===== config.mk =====
export PLATFORM = sky130hd
export DESIGN_NAME = adder_arbiter
export DESIGN_NICKNAME = d
export VERILOG_FILES = /design/src/rtl/adder_arb_pkg.sv /design/src/rtl/cla_adder_w.sv /design/src/rtl/adder_arbiter.sv
export SDC_FILE = /design/constraint.sdc
export NUM_CORES = 1
export LEC_CHECK = 0
export BUFFER_PORTS_ARGS = -buffer_cell sky130_fd_sc_hd__buf_2
export CORE_ASPECT_RATIO = 0.8
export CORE_MARGIN = 8
export CORE_UTILIZATION = 35
export DETAILED_ROUTE_END_ITERATION = 7
export GPL_TIMING_DRIVEN = 0
export PLACE_DENSITY = 0.55
export SKIP_CTS_REPAIR_TIMING = 1
export SLEW_MARGIN = 5
export SYNTH_ARGS = -nofsm -noshare
export SYNTH_HDL_FRONTEND = slang
export SYNTH_SLANG_ARGS = --single-unit
export TNS_END_PERCENT = 100

===== constraint.sdc =====
create_clock -name clk -period 5.9 [get_ports clk]
set_input_delay 1.475 -clock clk [delete_from_list [all_inputs] [get_ports clk]]
set_output_delay 1.475 -clock clk [all_outputs]
set_load 0.02 [all_outputs]

===== src/rtl/adder_arb_pkg.sv =====
// Shared types and constants for the two-requester adder arbiter.
// Exports ADD_W, N_REQ, req_id_t, word_t, s1_entry_t and pick_grant().
package adder_arb_pkg;

  localparam int ADD_W = 16;
  localparam int N_REQ = 2;

  typedef logic [0:0] req_id_t;
  typedef logic [ADD_W-1:0] word_t;

  typedef struct packed {
    word_t   a;
    word_t   b;
    logic    cin;
    req_id_t id;
  } s1_entry_t;

  // Round-robin pick: when both requesters are valid, the one
  // that did not win last time goes; otherwise the lone valid
  // requester goes (0 when nobody is valid, gated elsewhere).
  function automatic req_id_t pick_grant(
    input logic [N_REQ-1:0] valid,
    input req_id_t          last
  );
    req_id_t g;
    g = '0;
    unique case (1'b1)
      (valid == 2'b11): g = ~last;
      (valid == 2'b10): g = 1'b1;
      default:          g = 1'b0;
    endcase
    return g;
  endfunction

endpackage


===== src/rtl/cla_adder_w.sv =====
// W-bit carry-lookahead adder: 4-bit lookahead groups chained by
// group generate/propagate. Ports: a, b, cin -> sum, cout. W % 4 == 0.
module cla_adder_w
  import adder_arb_pkg::*;
#(
  parameter int W = ADD_W
) (
  input  logic [W-1:0] a,
  input  logic [W-1:0] b,
  input  logic         cin,
  output logic [W-1:0] sum,
  output logic         cout
);

  localparam int NG = W / 4;

  logic [W-1:0]  g;
  logic [W-1:0]  p;
  logic [W-1:0]  c;
  logic [NG-1:0] gg;
  logic [NG-1:0] gp;
  logic [NG:0]   gc;

  always_comb begin
    g  = a & b;
    p  = a ^ b;
    gg = '0;
    gp = '0;
    gc = '0;
    c  = '0;

    for (int k = 0; k < NG; k++) begin
      gp[k] = &p[4*k +: 4];
      gg[k] = g[4*k+3]
            | (p[4*k+3] & g[4*k+2])
            | (p[4*k+3] & p[4*k+2] & g[4*k+1])
            | (p[4*k+3] & p[4*k+2] & p[4*k+1]
               & g[4*k]);
    end

    gc[0] = cin;
    for (int k = 0; k < NG; k++) begin
      gc[k+1] = gg[k] | (gp[k] & gc[k]);
    end

    // Carries inside each group look ahead from the group carry-in.
    for (int k = 0; k < NG; k++) begin
      c[4*k]   = gc[k];
      c[4*k+1] = g[4*k]
               | (p[4*k] & gc[k]);
      c[4*k+2] = g[4*k+1]
               | (p[4*k+1] & g[4*k])
               | (p[4*k+1] & p[4*k] & gc[k]);
      c[4*k+3] = g[4*k+2]
               | (p[4*k+2] & g[4*k+1])
               | (p[4*k+2] & p[4*k+1] & g[4*k])
               | (p[4*k+2] & p[4*k+1] & p[4*k]
                  & gc[k]);
    end

    sum  = p ^ c;
    cout = gc[NG];
  end

endmodule


===== src/rtl/adder_arbiter.sv =====
// Round-robin arbiter + 2-stage pipeline time-sharing one CLA adder.
// In: clk, rst (sync, high), req_valid/a/b[/sub], rsp_ready. Out:
// req_ready, rsp_valid/id/sum/cout. ADD_ARB_SUB_EN adds req_sub.
module adder_arbiter
  import adder_arb_pkg::*;
(
  input  logic                   clk,
  input  logic                   rst,
  input  logic [N_REQ-1:0]       req_valid,
  output logic [N_REQ-1:0]       req_ready,
  input  logic [N_REQ*ADD_W-1:0] req_a,
  input  logic [N_REQ*ADD_W-1:0] req_b,
`ifdef ADD_ARB_SUB_EN
  input  logic [N_REQ-1:0]       req_sub,
`endif
  output logic                   rsp_valid,
  input  logic                   rsp_ready,
  output logic                   rsp_id,
  output logic [ADD_W-1:0]       rsp_sum,
  output logic                   rsp_cout
);

  localparam int W = ADD_W;

  s1_entry_t s1;
  logic      s1_v;
  req_id_t   last_grant;

  logic      s2_free;
  logic      s1_free;
  req_id_t   grant;
  logic      xfer;
  s1_entry_t s1_next;

  logic [W-1:0] add_b;
  logic [W-1:0] add_sum;
  logic         add_cout;

  assign s2_free = !rsp_valid || rsp_ready;
  assign s1_free = !s1_v || s2_free;

  always_comb begin
    grant     = pick_grant(req_valid, last_grant);
    req_ready = '0;
    if (!rst && s1_free) begin
      req_ready[grant] = req_valid[grant];
    end
    xfer = |(req_valid & req_ready);

    s1_next.a   = req_a[grant*W +: W];
    s1_next.b   = req_b[grant*W +: W];
    s1_next.id  = grant;
`ifdef ADD_ARB_SUB_EN
    s1_next.cin = req_sub[grant];
`else
    s1_next.cin = 1'b0;
`endif
  end

  // cin doubles as the subtract flag: a - b == a + ~b + 1.
`ifdef ADD_ARB_SUB_EN
  assign add_b = s1.cin ? ~s1.b : s1.b;
`else
  assign add_b = s1.b;
`endif

  cla_adder_w #(
    .W (W)
  ) u_cla (
    .a    (s1.a),
    .b    (add_b),
    .cin  (s1.cin),
    .sum  (add_sum),
    .cout (add_cout)
  );

  always_ff @(posedge clk) begin
    if (rst) begin
      last_grant <= 1'b1;
    end else if (xfer) begin
      last_grant <= grant;
    end
  end

  always_ff @(posedge clk) begin
    if (rst) begin
      s1_v <= 1'b0;
      s1   <= '0;
    end else if (s1_free) begin
      s1_v <= xfer;
      if (xfer) begin
        s1 <= s1_next;
      end
    end
  end

  always_ff @(posedge clk) begin
    if (rst) begin
      rsp_valid <= 1'b0;
      rsp_id    <= 1'b0;
      rsp_sum   <= '0;
      rsp_cout  <= 1'b0;
    end else if (s1_v && s2_free) begin
      rsp_valid <= 1'b1;
      rsp_id    <= s1.id;
      rsp_sum   <= add_sum;
      rsp_cout  <= add_cout;
    end else if (rsp_ready) begin
      rsp_valid <= 1'b0;
    end
  end

endmodule


==> flow_metrics.tcl <==
set metrics [dict create \
    status "completed" \
    drc 0 \
    cp-startpoint "rsp_ready" \
    reg2reg_slack_ns 3.11 \
    pre_cts_ws_ns 2.06 \
    hold_depth 2 \
    grt_max_degree 18 \
    path_class "in2out" \
    worstSkewPairLatency_ns 0.32 \
    ir_worst_vdd_mv 0.105 \
    drv_slew 0 \
    ys_warn_count 0 \
    cts_made_buffers 5 \
    die_h_um 97.8 \
    num_vias 2590 \
    num_rows 30 \
    period_minus_slack_ns 3.85 \
    fmax_ghz 0.259 \
    area_growth_pct 23.7 \
    mostFrequentLayoutCells "buf_2 (99), dfxtp_1 (54), nor2_1 (43)" \
    regToRegEndpoint "rsp_sum[13]$_SDFFE_PP0P_" \
    ys_seq_area_share_pct 36.9 \
    clock-sinks 54 \
    port_buffers 88 \
    finalHoldViolations 0 \
    crit_arrival_ns 2.38 \
    dp_hpwl_um 6470 \
    place.gp.congestion 0.879 \
    grt_pass1_wl_um 12900 \
    tightestPinTransition_ns 0.563 \
    grt.total_usage_pct 13.6 \
    async_flop_share_pct 0 \
    syn_avg_cell_area_um2 9.00 \
    pin_count 90 \
    syn-num-nets 414 \
    tritoncts "built" \
    vias_per_cell 4.86 \
    cp-start-kind "input port" \
    p_leak_nw 1.65 \
    core_um2 8300 \
    synth_flop_cell "dfxtp_1" \
    start_util_pct 35.3 \
    synthCells 325 \
    nets 509 \
    p_per_area_nw_per_um2 239 \
    min_path_type "reg2reg" \
    dieArea_um2 11600 \
    firstDrtPassIters 4 \
    drv_cap 0 \
    wl_um 7950 \
    synth-seq-cells 54 \
    endpoint "req_ready[0]" \
    fin_crit_sh_pct 65.3 \
    synth_enable_flop_cells 0 \
    setup_viol 0 \
    required_ns 4.43 \
    rsz0062_at_grt "no" \
    antenna_found_initial 0 \
    worst_slack_ns 2.05 \
    cts.path.max_buffers 2 \
    reg2reg_depth 8 \
    syn-cell-area_um2 2930 \
    final_common_cell "buf_2" \
    cts_root_buf "clkbuf_8" \
    grt_pass1_vias 2596 \
    ys_types 44 \
    fp.dieW_um 118 \
    dr.first_iter.drc_count 140 \
    wl_per_cell_um 14.9 \
    n_antenna_cell 0 \
    end_kind "output pin" \
    tns_ns 0 \
    grt-ovfl-total 0 \
    r2r_start "s1[19]$_SDFFE_PP0P_" \
    drive_gt1_share_pct 27.8 \
    htreeDepth 2 \
    path_max_fanout 5 \
    clk_pin_slew_ns 0.09 \
    max_slew_margin_pct 62.4 \
    clock_skew_ns 0.0164 \
    ant_nets 0 \
]
[per-layer routing]
metal | share of wire [%] | vias up | GRT usage [%]
met1 | 54 | 1140 | 19.8
li1 | - | 1377 | -
met5 | 0 | - | 0
met2 | 41 | 68 | 19.8
met3 | 4.1 | 5 | 2.65
met4 | 0.82 | 0 | 3.83
[power by group]
group          leakage (nW)  internal, W  switching [W]
clock network        0.0504     0.000126       0.000129
logic                  1.16    0.0000872       0.000113
registers             0.445     0.000391      0.0000190
[final cells by class]
cell class	instances	area, um2
plain buffers	21	108
clock buffers	5	68.8
clock inverters	3	45.0
fillers	855	4670
inverters	5	18.8
multi-input cells	245	1720
flip-flops and latches	54	1080
well taps	112	140
repair buffers	88	440
[worst max-delay path: stages]
cell and delay [ns]:
buf_2 0.09, nor2b_1 0.29, a21oi_1 0.15, and3_1 0.21, buf_2 0.16
[synthesized netlist by cell type (all sizes together) (3+ instances only)]
library cell / count / area, um2
xnor2: 6 / 52.6
and3: 3 / 18.8
o21ai: 13 / 65.1
nor2: 43 / 161
nand3: 7 / 35.0
mux2i: 32 / 320
nand2: 20 / 75.1
a21oi: 20 / 100
dfxtp: 54 / 1080
nor2b: 3 / 18.8
o21a: 3 / 22.5
ha: 16 / 200
nor4: 3 / 18.8
buf: 17 / 92.6
a31oi: 3 / 18.8
nor3: 3 / 15.0
a211oi: 37 / 278
inv: 4 / 15.0
fa: 4 / 80.1
a21o: 6 / 48.8
clkbuf: 4 / 15.0
[cells by family after synthesis]
group / Yosys count / synth area share [%]
flip-flops: 54 / 36.9
XOR/XNOR: 6 / 1.80
AO/OA/AOI/OAI: 95 / 22.3
multiplexers: 32 / 10.9
buffers and inverters: 26 / 4.32
AND/OR/NAND/NOR: 92 / 14.2
adder cells (fa/ha/maj): 20 / 9.58
[flip-flops by register name, summed over array words and instances, names as in the netlist]
register and flops:
rsp_cout 1, rsp_sum 16, s1 17, add_b 16, rsp_id 1, rsp_valid 1, last_grant 1, s1_v 1
[worst min path at each step]
stage	startpoint	end	slack [ns]
CTS	rsp_sum[8]$_SDFFE_PP0P_	rsp_sum[8]$_SDFFE_PP0P_	0.46
floorplan	s1[0]$_SDFFE_PP0P_	s1[0]$_SDFFE_PP0P_	0.43
finish	rsp_sum[0]$_SDFFE_PP0P_	rsp_sum[0]$_SDFFE_PP0P_	0.46
global placement	rsp_sum[8]$_SDFFE_PP0P_	rsp_sum[8]$_SDFFE_PP0P_	0.44
global route	rsp_id$_SDFFE_PP0P_	rsp_id$_SDFFE_PP0P_	0.48
detailed placement	rsp_sum[8]$_SDFFE_PP0P_	rsp_sum[8]$_SDFFE_PP0P_	0.44
[stage by stage]
step / hold slack, ns / total power (W) / utilization [%] / cells / instance area, um2
after CTS: 0.459 / 0.000871 / 43.7 / 533 / 3620
after global placement: 0.441 / 0.000617 / 42.3 / 525 / 3510
after global routing: 0.476 / 0.000911 / 43.7 / 533 / 3620
final: 0.456 / 0.000866 / 43.7 / 533 / 3620
after floorplan: 0.432 / 0.000548 / - / 325 / 2930
after detailed placement: 0.445 / 0.000620 / 42.3 / 525 / 3510
Power figures use the tool's default switching activity.
